===== config.mk =====
export PLATFORM = sky130hd
export DESIGN_NAME = knn_majority_vote
export DESIGN_NICKNAME = d
export VERILOG_FILES = /design/src/rtl/knn_majority_vote.sv
export SDC_FILE = /design/constraint.sdc
export NUM_CORES = 1
export LEC_CHECK = 0
export CORE_MARGIN = 3
export CORE_UTILIZATION = 38
export CTS_CLUSTER_SIZE = 20
export DETAILED_ROUTE_END_ITERATION = 10
export GPL_TIMING_DRIVEN = 0
export PLACE_DENSITY = 0.82
export SYNTH_ARGS = -nofsm -noshare
export SYNTH_HDL_FRONTEND = slang
export SYNTH_SLANG_ARGS = --single-unit

===== constraint.sdc =====
create_clock -name clk -period 4.5 [get_ports clk]
set_clock_uncertainty 0.15 [all_clocks]
set_input_delay 0.9 -clock clk [delete_from_list [all_inputs] [get_ports clk]]
set_output_delay 0.9 -clock clk [all_outputs]
set_load 0.01 [all_outputs]

===== src/rtl/knn_majority_vote.sv =====
// knn_majority_vote
//
// Majority vote stage after the bitonic distance sorter in the KNN system.
// It captures one sorted vector of distances and class types. It then takes
// the K nearest entries, one per cycle, and tallies the votes per class.
// Next it scans the NC class tallies, one per cycle, to find the majority
// class. The result is returned over a valid/ready handshake.
//
// Parameters
//   L       log2 of the entry count; N = 1 << L
//   W       distance width; distances are registered for debug only
//   TYPE_W  class-type width; NC = 1 << TYPE_W classes
//   K       neighbours voted, 1 <= K <= N
//   CW      vote-count width, $clog2(K+1)
//
// Ports
//   clk        rising-edge clock
//   rst        asynchronous active-high reset
//   in_valid   sorted vector present (sorter out_valid pulse, cannot stall)
//   ascending  1: nearest entry at index 0, 0: nearest entry at index N-1
//   in         sorted distances, entry i = in[W*(i+1)-1 -: W]
//   in_type    class of each entry, same indexing as in
//   in_ready   high only while idle
//   out_valid  result valid, held until out_ready
//   out_ready  downstream accepts the result
//   out_class  majority class (kept after acceptance)
//   out_count  votes for out_class (kept after acceptance)
//   overrun    sticky: a vector arrived while in_ready was low; cleared by rst only
//
// Build option
//   KNN_VOTE_TIE_NEAREST_EN  When defined, a tie between classes goes to the
//                            class that holds the nearest neighbour among the
//                            tied classes. When undefined, a tie goes to the
//                            lowest class index.
//
// Timing: capture edge T, tally edges T+1..T+K, scan edges T+K+1..T+K+NC.
// out_valid is high in the cycle that starts at edge T+K+NC.
//
// state  | meaning
// -------+-------------------------------------------------------------
// IDLE   | in_ready=1, waiting for a sorted vector
// COUNT  | K cycles, one neighbour tallied per cycle (idx = 0..K-1)
// ARGMAX | NC cycles, class cls compared against the running best
// DONE   | out_valid=1 until out_ready

module knn_majority_vote #(
    parameter int L      = 4,
    parameter int W      = 16,
    parameter int TYPE_W = 3,
    parameter int K      = 5,
    localparam int CW    = $clog2(K + 1)
) (
    input  logic                        clk,
    input  logic                        rst,
    input  logic                        in_valid,
    input  logic                        ascending,
    input  logic [W*(1<<L)-1:0]         in,
    input  logic [TYPE_W*(1<<L)-1:0]    in_type,
    output logic                        in_ready,
    output logic                        out_valid,
    input  logic                        out_ready,
    output logic [TYPE_W-1:0]           out_class,
    output logic [CW-1:0]               out_count,
    output logic                        overrun
);

    localparam int N  = 1 << L;
    localparam int NC = 1 << TYPE_W;

    if (K < 1 || K > N) begin : g_k_check
        $error("knn_majority_vote: K=%0d outside legal range 1..%0d", K, N);
    end

    typedef enum logic [1:0] {
        S_IDLE   = 2'd0,
        S_COUNT  = 2'd1,
        S_ARGMAX = 2'd2,
        S_DONE   = 2'd3
    } state_t;

    state_t state;
    state_t state_nx;

    logic [L-1:0]           idx;
    logic [TYPE_W-1:0]      cls;
    logic                   asc_q;
    logic [W*N-1:0]         dist_q;
    logic [TYPE_W*N-1:0]    type_q;
    logic [CW-1:0]          tally [NC];
    logic [TYPE_W-1:0]      best_class;
    logic [CW-1:0]          best_count;

    logic                   capture;
    logic                   last_idx;
    logic                   last_cls;
    logic [L-1:0]           entry;
    logic [TYPE_W-1:0]      entry_type;
    logic                   take;

`ifdef KNN_VOTE_TIE_NEAREST_EN
    logic [L-1:0]           first_rank [NC];
    logic [L-1:0]           best_rank;
`endif

    // Distances are kept only so they can be inspected while debugging.
    logic unused_dist;
    assign unused_dist = ^dist_q;

    assign in_ready = (state == S_IDLE);
    assign capture  = in_valid && in_ready;
    assign last_idx = (idx == L'(K - 1));
    assign last_cls = (cls == {TYPE_W{1'b1}});

    // N-1-idx is the bitwise complement of idx because N is a power of two.
    assign entry      = asc_q ? idx : ~idx;
    assign entry_type = type_q[entry*TYPE_W +: TYPE_W];

`ifdef KNN_VOTE_TIE_NEAREST_EN
    // A zero tally never takes a tie. Any class with votes beats it outright.
    assign take = (tally[cls] > best_count) ||
                  ((tally[cls] == best_count) && (tally[cls] != '0) &&
                   (first_rank[cls] < best_rank));
`else
    assign take = (tally[cls] > best_count);
`endif

    always_ff @(posedge clk or posedge rst) begin
        if (rst) begin
            state <= S_IDLE;
        end else begin
            state <= state_nx;
        end
    end

    always_comb begin
        state_nx  = state;
        out_valid = 1'b0;
        case (state)
            S_IDLE: begin
                if (in_valid) begin
                    state_nx = S_COUNT;
                end
            end
            S_COUNT: begin
                if (last_idx) begin
                    state_nx = S_ARGMAX;
                end
            end
            S_ARGMAX: begin
                if (last_cls) begin
                    state_nx = S_DONE;
                end
            end
            S_DONE: begin
                out_valid = 1'b1;
                if (out_ready) begin
                    state_nx = S_IDLE;
                end
            end
            default: begin
                state_nx = S_IDLE;
            end
        endcase
    end

    always_ff @(posedge clk or posedge rst) begin
        if (rst) begin
            idx        <= '0;
            cls        <= '0;
            asc_q      <= 1'b0;
            dist_q     <= '0;
            type_q     <= '0;
            best_class <= '0;
            best_count <= '0;
            out_class  <= '0;
            out_count  <= '0;
            overrun    <= 1'b0;
            for (int c = 0; c < NC; c++) begin
                tally[c] <= '0;
            end
`ifdef KNN_VOTE_TIE_NEAREST_EN
            best_rank <= '1;
            for (int c = 0; c < NC; c++) begin
                first_rank[c] <= '1;
            end
`endif
        end else begin
            // The sorter cannot stall, so a vector that arrives while busy is lost.
            if (in_valid && !in_ready) begin
                overrun <= 1'b1;
            end

            case (state)
                S_IDLE: begin
                    if (capture) begin
                        asc_q      <= ascending;
                        dist_q     <= in;
                        type_q     <= in_type;
                        idx        <= '0;
                        cls        <= '0;
                        best_class <= '0;
                        best_count <= '0;
                        for (int c = 0; c < NC; c++) begin
                            tally[c] <= '0;
                        end
`ifdef KNN_VOTE_TIE_NEAREST_EN
                        best_rank <= '1;
`endif
                    end
                end
                S_COUNT: begin
                    tally[entry_type] <= tally[entry_type] + CW'(1);
`ifdef KNN_VOTE_TIE_NEAREST_EN
                    if (tally[entry_type] == '0) begin
                        first_rank[entry_type] <= idx;
                    end
`endif
                    idx <= idx + L'(1);
                end
                S_ARGMAX: begin
                    if (take) begin
                        best_class <= cls;
                        best_count <= tally[cls];
`ifdef KNN_VOTE_TIE_NEAREST_EN
                        best_rank  <= first_rank[cls];
`endif
                    end
                    // The output registers load on the last scan edge and then
                    // hold their value through DONE and after acceptance.
                    if (last_cls) begin
                        out_class <= take ? cls        : best_class;
                        out_count <= take ? tally[cls] : best_count;
                    end
                    cls <= cls + TYPE_W'(1);
                end
                default: begin
                end
            endcase
        end
    end

endmodule


Word-level counts from Yosys, hierarchy flattened --
Cells that the tools add are included.
Word-level totals: register bits after elaboration 95, latch bits 0, RAM bits 0, memory bits (read-only) 0, output and inout bits 9, word-level logic and storage cells 78, memories 0
Operators by class: add/sub/neg operators 3, multiply operators 1, divide/modulo/power cells 0, order comparisons 4, equality and inequality tests 10, shift-type cells 1, mux-type cells 26, bitwise logic cells 3, reduce and logical (&&, ||, !) cells 12
Operator list (number):
- $pmux W24 S2 | 1
- $shiftx A48 B7 Y3 | 1
- $bwmux W24 | 1
- $mux W24 | 1
- $mux W3 | 8
- $bmux W3 S3 | 2
- $pmux W3 S2 | 3
- $demux W3 S3 | 1
- $ge A4 B4 Y1 const B | 2
- $mux W2 | 4
- $mux W4 | 2
- $ne A2 B2 Y1 const B | 4
- $not A3 Y4 | 2
- $pmux W2 S4 | 1
- $pmux W4 S2 | 1
- $reduce_and A2 Y1 | 4
- $add A3 B1 Y3 const B | 2
- $mul A4 B2 Y6 const B | 1
- $add A4 B1 Y4 const B | 1
- $eq A2 B2 Y1 const B | 2
- $eq A4 B3 Y1 const B | 1
- $lt A4 B1 Y1 const B | 1
- $not A4 Y4 | 1
- $reduce_and A4 Y1 | 1
- 9 further kinds | 12

Longest topological paths before layout --
depth after elaboration 11, gate-level depth with buffers 17

Worst setup path before layout --
Ideal clock, no wire load.
kind register to register, from register idx[1], to register tally[17] (netlist name), library setup time 83 ps, arrival time 3291 ps, data required time 4267 ps, slack 977 ps, cell stages (with the launch flop) 16, path buffers 3, path through dfrtp_1 buf_2 nand3_1 and2_1 o22ai_1 or4_1 a32o_1 buf_2 buf_2 and3_1 a221oi_1 o21ai_0 ha_1 xor2_1 or3_1 o22ai_1
On the way: word-level cells in the longest chain between the ends 11, elaborated cells between the ends (all ways) 16, those cells by class 1 x add/sub; 1 x mul; 2 x order compare; 1 x shift; 8 x mux; 2 x bitwise; 1 x reduce/logical
Ends and longest elaborated chain:
- from (decl) | RTL line 84 | logic [L-1:0] idx;
- from (signal assigned) | RTL line 218 | idx <= idx + L'(1);
- $not A4 Y4 | RTL line 115 | assign entry = asc_q ? idx : ~idx;
- $mux W4 (*) | RTL line 115
- $mul A4 B2 Y6 (*) | RTL line 116 | assign entry_type = type_q[entry*TYPE_W +: TYPE_W];
- $shiftx A48 B7 Y3 (*) | RTL line 116
- $not A3 Y4 (implied by the code) (*) | RTL line 212 | tally[entry_type] <= tally[entry_type] + CW'(1);
- $bmux W3 S3 (tied with other cells) | RTL line 212
- $mux W3 (implied by the code) or $logic_and A1 B1 Y1 (tied branches) | RTL line 212
- $mux W3 (implied by the code) | RTL line 212
- $add A3 B1 Y3 or $demux W3 S3 (tied branches) | RTL line 212
- $bwmux W24 (*) | RTL line 212
- $pmux W24 S2 (*) | RTL line 193 | case (state)
- to (signal, indexed assignment) | RTL line 212
- to (decl) | RTL line 89 | logic [CW-1:0] tally [NC];
Every way passes the cells marked *; elsewhere a longest branch is shown, timed or not. The select of a mux whose other input is x is not followed. A chain may end at the register's enable or synchronous reset.

Worst setup path after layout --
from register idx[0], to register tally[22] (netlist name)
The elaborated chain is that of the path after synthesis.

==> summary.txt <==
CTS
  – Clk_lat worst skew: 350 ps
  – Max clock buf depth: 2
  – Hold-fix buffers, CTS: 0
  – Clock Sinks: 95
  – CTS buffer count: 9
  – H-tree depth: 3
  – Reg clk slew, reported paths: approximately 70 ps
  – CTS tree: yes
  – Clock Tree Root: clkbuf_16

Placement
  – Inst Count DP: 735
  – DP Wirelength: 10,800 um
  – Area after DPL: a little over 6000 sq um
  – RePlAce Congestion: 0.985
  – I/O Buffers: 60

Critical path
  – WP data arrival: 4310 ps
  – Max FO, Critical Path: 10
  – Req. time, crit path: 4610 ps
  – Path type of the worst setup path: flop to flop
  – Worst setup SP type: flop
  – Crit. End Element: flop

Floorplan
  – Die W: ~120 um
  – Row count: 42
  – Initial core utilization: 0.394
  – Ports: 318
  – CORE AREA: 13,400 sq um
  – Die area: 15,400 sq um
  – Die height: around 120 um

Layout
  – Finished Core Util: 0.484
  – Share of layout cells above drive strength 1: 0.186
  – Post-route cell area: around 6500 sq um
  – Net count, final: 890
  – Fillers: 1,136
  – Syn-to-layout area delta: 22.7%
  – Final Non-Filler Cells: 750
  – N_diodes: 0

Drt
  – DRC viols: 0
  – Post-route ant nets: 0
  – DRT Wirelength: ~15,000 um
  – DR iter-0 viols: about 460
  – Avg Vias per Cell: 6.13
  – Vias: 4,599
  – Pre-antenna DRT Iters: 6
  – WL/cell: 19.7 um

Pwr
  – P_leak: 2.66 nW
  – Tot Pwr: 5.60 mW
  – Power Density: about 860 nW/um^2
  – Maximum VDD drop: ~0.48 mV

Synth
  – Synth top area share: 0.450
  – Post-Syn Area: 5290 sq um
  – Sequential element share of the synthesized area: 0.450
  – Post-Synth XOR/XNOR Area: 0.00994
  – Asr flop ratio synth: 1.00
  – Post-synth top flop: dfrtp_1
  – Mapped Avg Cell Area: about 11 sq um
  – Synth warn: 0
  – Post-synthesis mux area share: 0.182
  – Top cells by area, synth: dfrtp_1, mux2_2, mux2i_1
  – Synth Net Count: 819
  – Netlist cell types: 64
  – EDFF count, synth: 0
  – Post-Synth Simple-Gate Area: 0.107
  – Cell taking the most area after synthesis: dfrtp_1
  – Combinational family with the most area after synthesis: multiplexers
  – #FFs+latches synth: 95
  – Adder-cell share of the synthesized area: 0.0284
  – Compound-Gate Fraction of Synth Area: 0.181
  – Cell count after synthesis: 498

Run
  – Max Cap Violations: 0

Timing
  – Tcrit/Tclk final: 0.935
  – TNS Setup: 0 ps
  – Final Max Tran Viols: 0
  – RSZ-0062 raised after global routing: no
  – Minimum clock period: 4210 ps
  – Slew HR: 0.527
  – Peak Freq: approximately 0.24 GHz
  – Setup violators final: 0
  – Worst Max-Slew Pin Slew: 702 ps
  – Final number of hold-violating endpoints: 0

GRT
  – First-pass GRT wire length: 24,000 um
  – Overflow after GRT: 0
  – Gr usage total: 0.202
  – Initial antenna violation count: 0
  – Number of global-route vias before repair: about 4,500
  – Largest net degree at the start of global routing: 60

Outcome
  – Status: finished clean

Min path
  – Worst hold path type: flop to flop
cells by family after synthesis:
| group | after synthesis |
|---|---|
| AOI/OAI and AO/OA | 137 |
| muxes | 82 |
| and+or+nand+nor | 110 |
| buffers and inverters | 56 |
| xor gates and xnor gates | 6 |
| adders and majority gates | 12 |
| DFF | 95 |
area by class of cell:
| class | instances | area (sq um) | area share |
|---|---|---|---|
| Timing Repair Buffer | 61 | 628 | 0.0969 |
| Inverter | 22 | 85.1 | 0.0131 |
| Clock buffer | 9 | 225 | 0.0347 |
| Multi-Input combinational cell | 347 | 2700 | 0.416 |
| Clock inverter | 7 | 104 | 0.0160 |
| Buffer | 33 | 144 | 0.0222 |
| Sequential cell | 95 | 2380 | 0.367 |
| Tap cell | 176 | 220 | 0.0340 |
routing by layer:
| metal | wire, um | part of all wire | up-vias | global-route usage |
|---|---|---|---|---|
| met5 | 0 | 0 | - | 0 |
| met4 | 408 | 0.028 | 0 | 0.0684 |
| met3 | 1270 | 0.086 | 47 | 0.0436 |
| met2 | 6730 | 0.46 | 289 | 0.319 |
| met1 | 6360 | 0.43 | 2269 | 0.275 |
| li1 | - | - | 1994 | - |
final timing paths:
kind | start | to | slack, ps | depth (start not counted)
setup / recovery | idx[0] | tally[22] | 290 | 15
hold / removal | overrun | overrun | 330 | 1
setup reg to reg | idx[0] | tally[22] | 290 | 15
hold reg to reg | overrun | overrun | 330 | 1
max in group asynchronous | rst | out_class[0] | 2770 | 3
min in group asynchronous | rst | type_q[37] | 780 | 2
synthesized netlist by cell type, types with 4 or more instances:
library cell and number:
a31oi_1 9, nor3_1 6, a222oi_1 4, nand3b_1 4
nor2_1 12, nand2b_1 10, dfrtp_1 95, nor2b_1 4
mux4_2 6, a21oi_1 14, buf_1 6, o22ai_1 11
a32o_1 5, a221oi_1 11, nand2_1 46, inv_1 22
o211ai_1 4, mux2_2 54, o21bai_1 4, or3_1 4
ha_1 12, buf_2 10, o221ai_1 4, nand3_1 5
o21ai_0 41, a21o_1 4, mux2i_1 22, clkbuf_1 18
flip-flops by register name (all words and copies together) (netlist names):
| register | count |
|---|---|
| tally | 24 |
| out_class | 3 |
| overrun | 1 |
| asc_q | 1 |
| idx | 4 |
| best_class | 3 |
| best_count | 3 |
| cls | 3 |
| type_q | 48 |
| out_count | 3 |
| state | 2 |
stage by stage:
step	setup slack [ps]	hold slack (ps)
after floorplan	973	292
after global placement	-308	297
after detailed placement	202	304
after CTS	167	332
after global routing	43.7	354
final	294	330
cell usage in the layout (no fill, tap or decap), types with 11 or more instances in the layout:
cell type | Yosys | layout
dfrtp_1 | 95 | 95
clkdlybuf4s50_1 | 0 | 60
clkbuf_1 | 18 | 13
ha_1 | 12 | 12
mux2i_1 | 22 | 22
nor2_1 | 12 | 12
mux2_2 | 54 | 54
a221oi_1 | 11 | 11
inv_1 | 22 | 21
o21ai_0 | 41 | 41
a21oi_1 | 14 | 14
nand2_1 | 46 | 46
worst max-delay path: stages, from the launching register on:
cell and delay, ps:
dfrtp_1 490, buf_2 280, nand3b_1 130, o21ai_1 290
a222oi_1 210, a31o_2 250, o22ai_4 320, clkbuf_4 330
nor3b_2 100, a221oi_1 340, o21ai_0 160, ha_1 300
and2_1 110, clkbuf_1 300, mux2i_1 140, o21ai_0 210
report_power, final:
part	total [mW]	internal [mW]	leakage [nW]	switching, mW
clock network	0.851	0.494	0.154	0.357
registers	1.47	1.19	1.20	0.279
logic	3.28	1.34	1.31	1.94
timing repair:
| action | in CTS | in global routing |
|---|---|---|
| buffers inserted | 0 | 0 |
| endpoints found under the hold margin | 0 | 0 |
| gates resized for setup | 0 | 11 |
| setup endpoints to repair | 0 | 10 |
No activity file was read; power rests on OpenSTA's default activity.
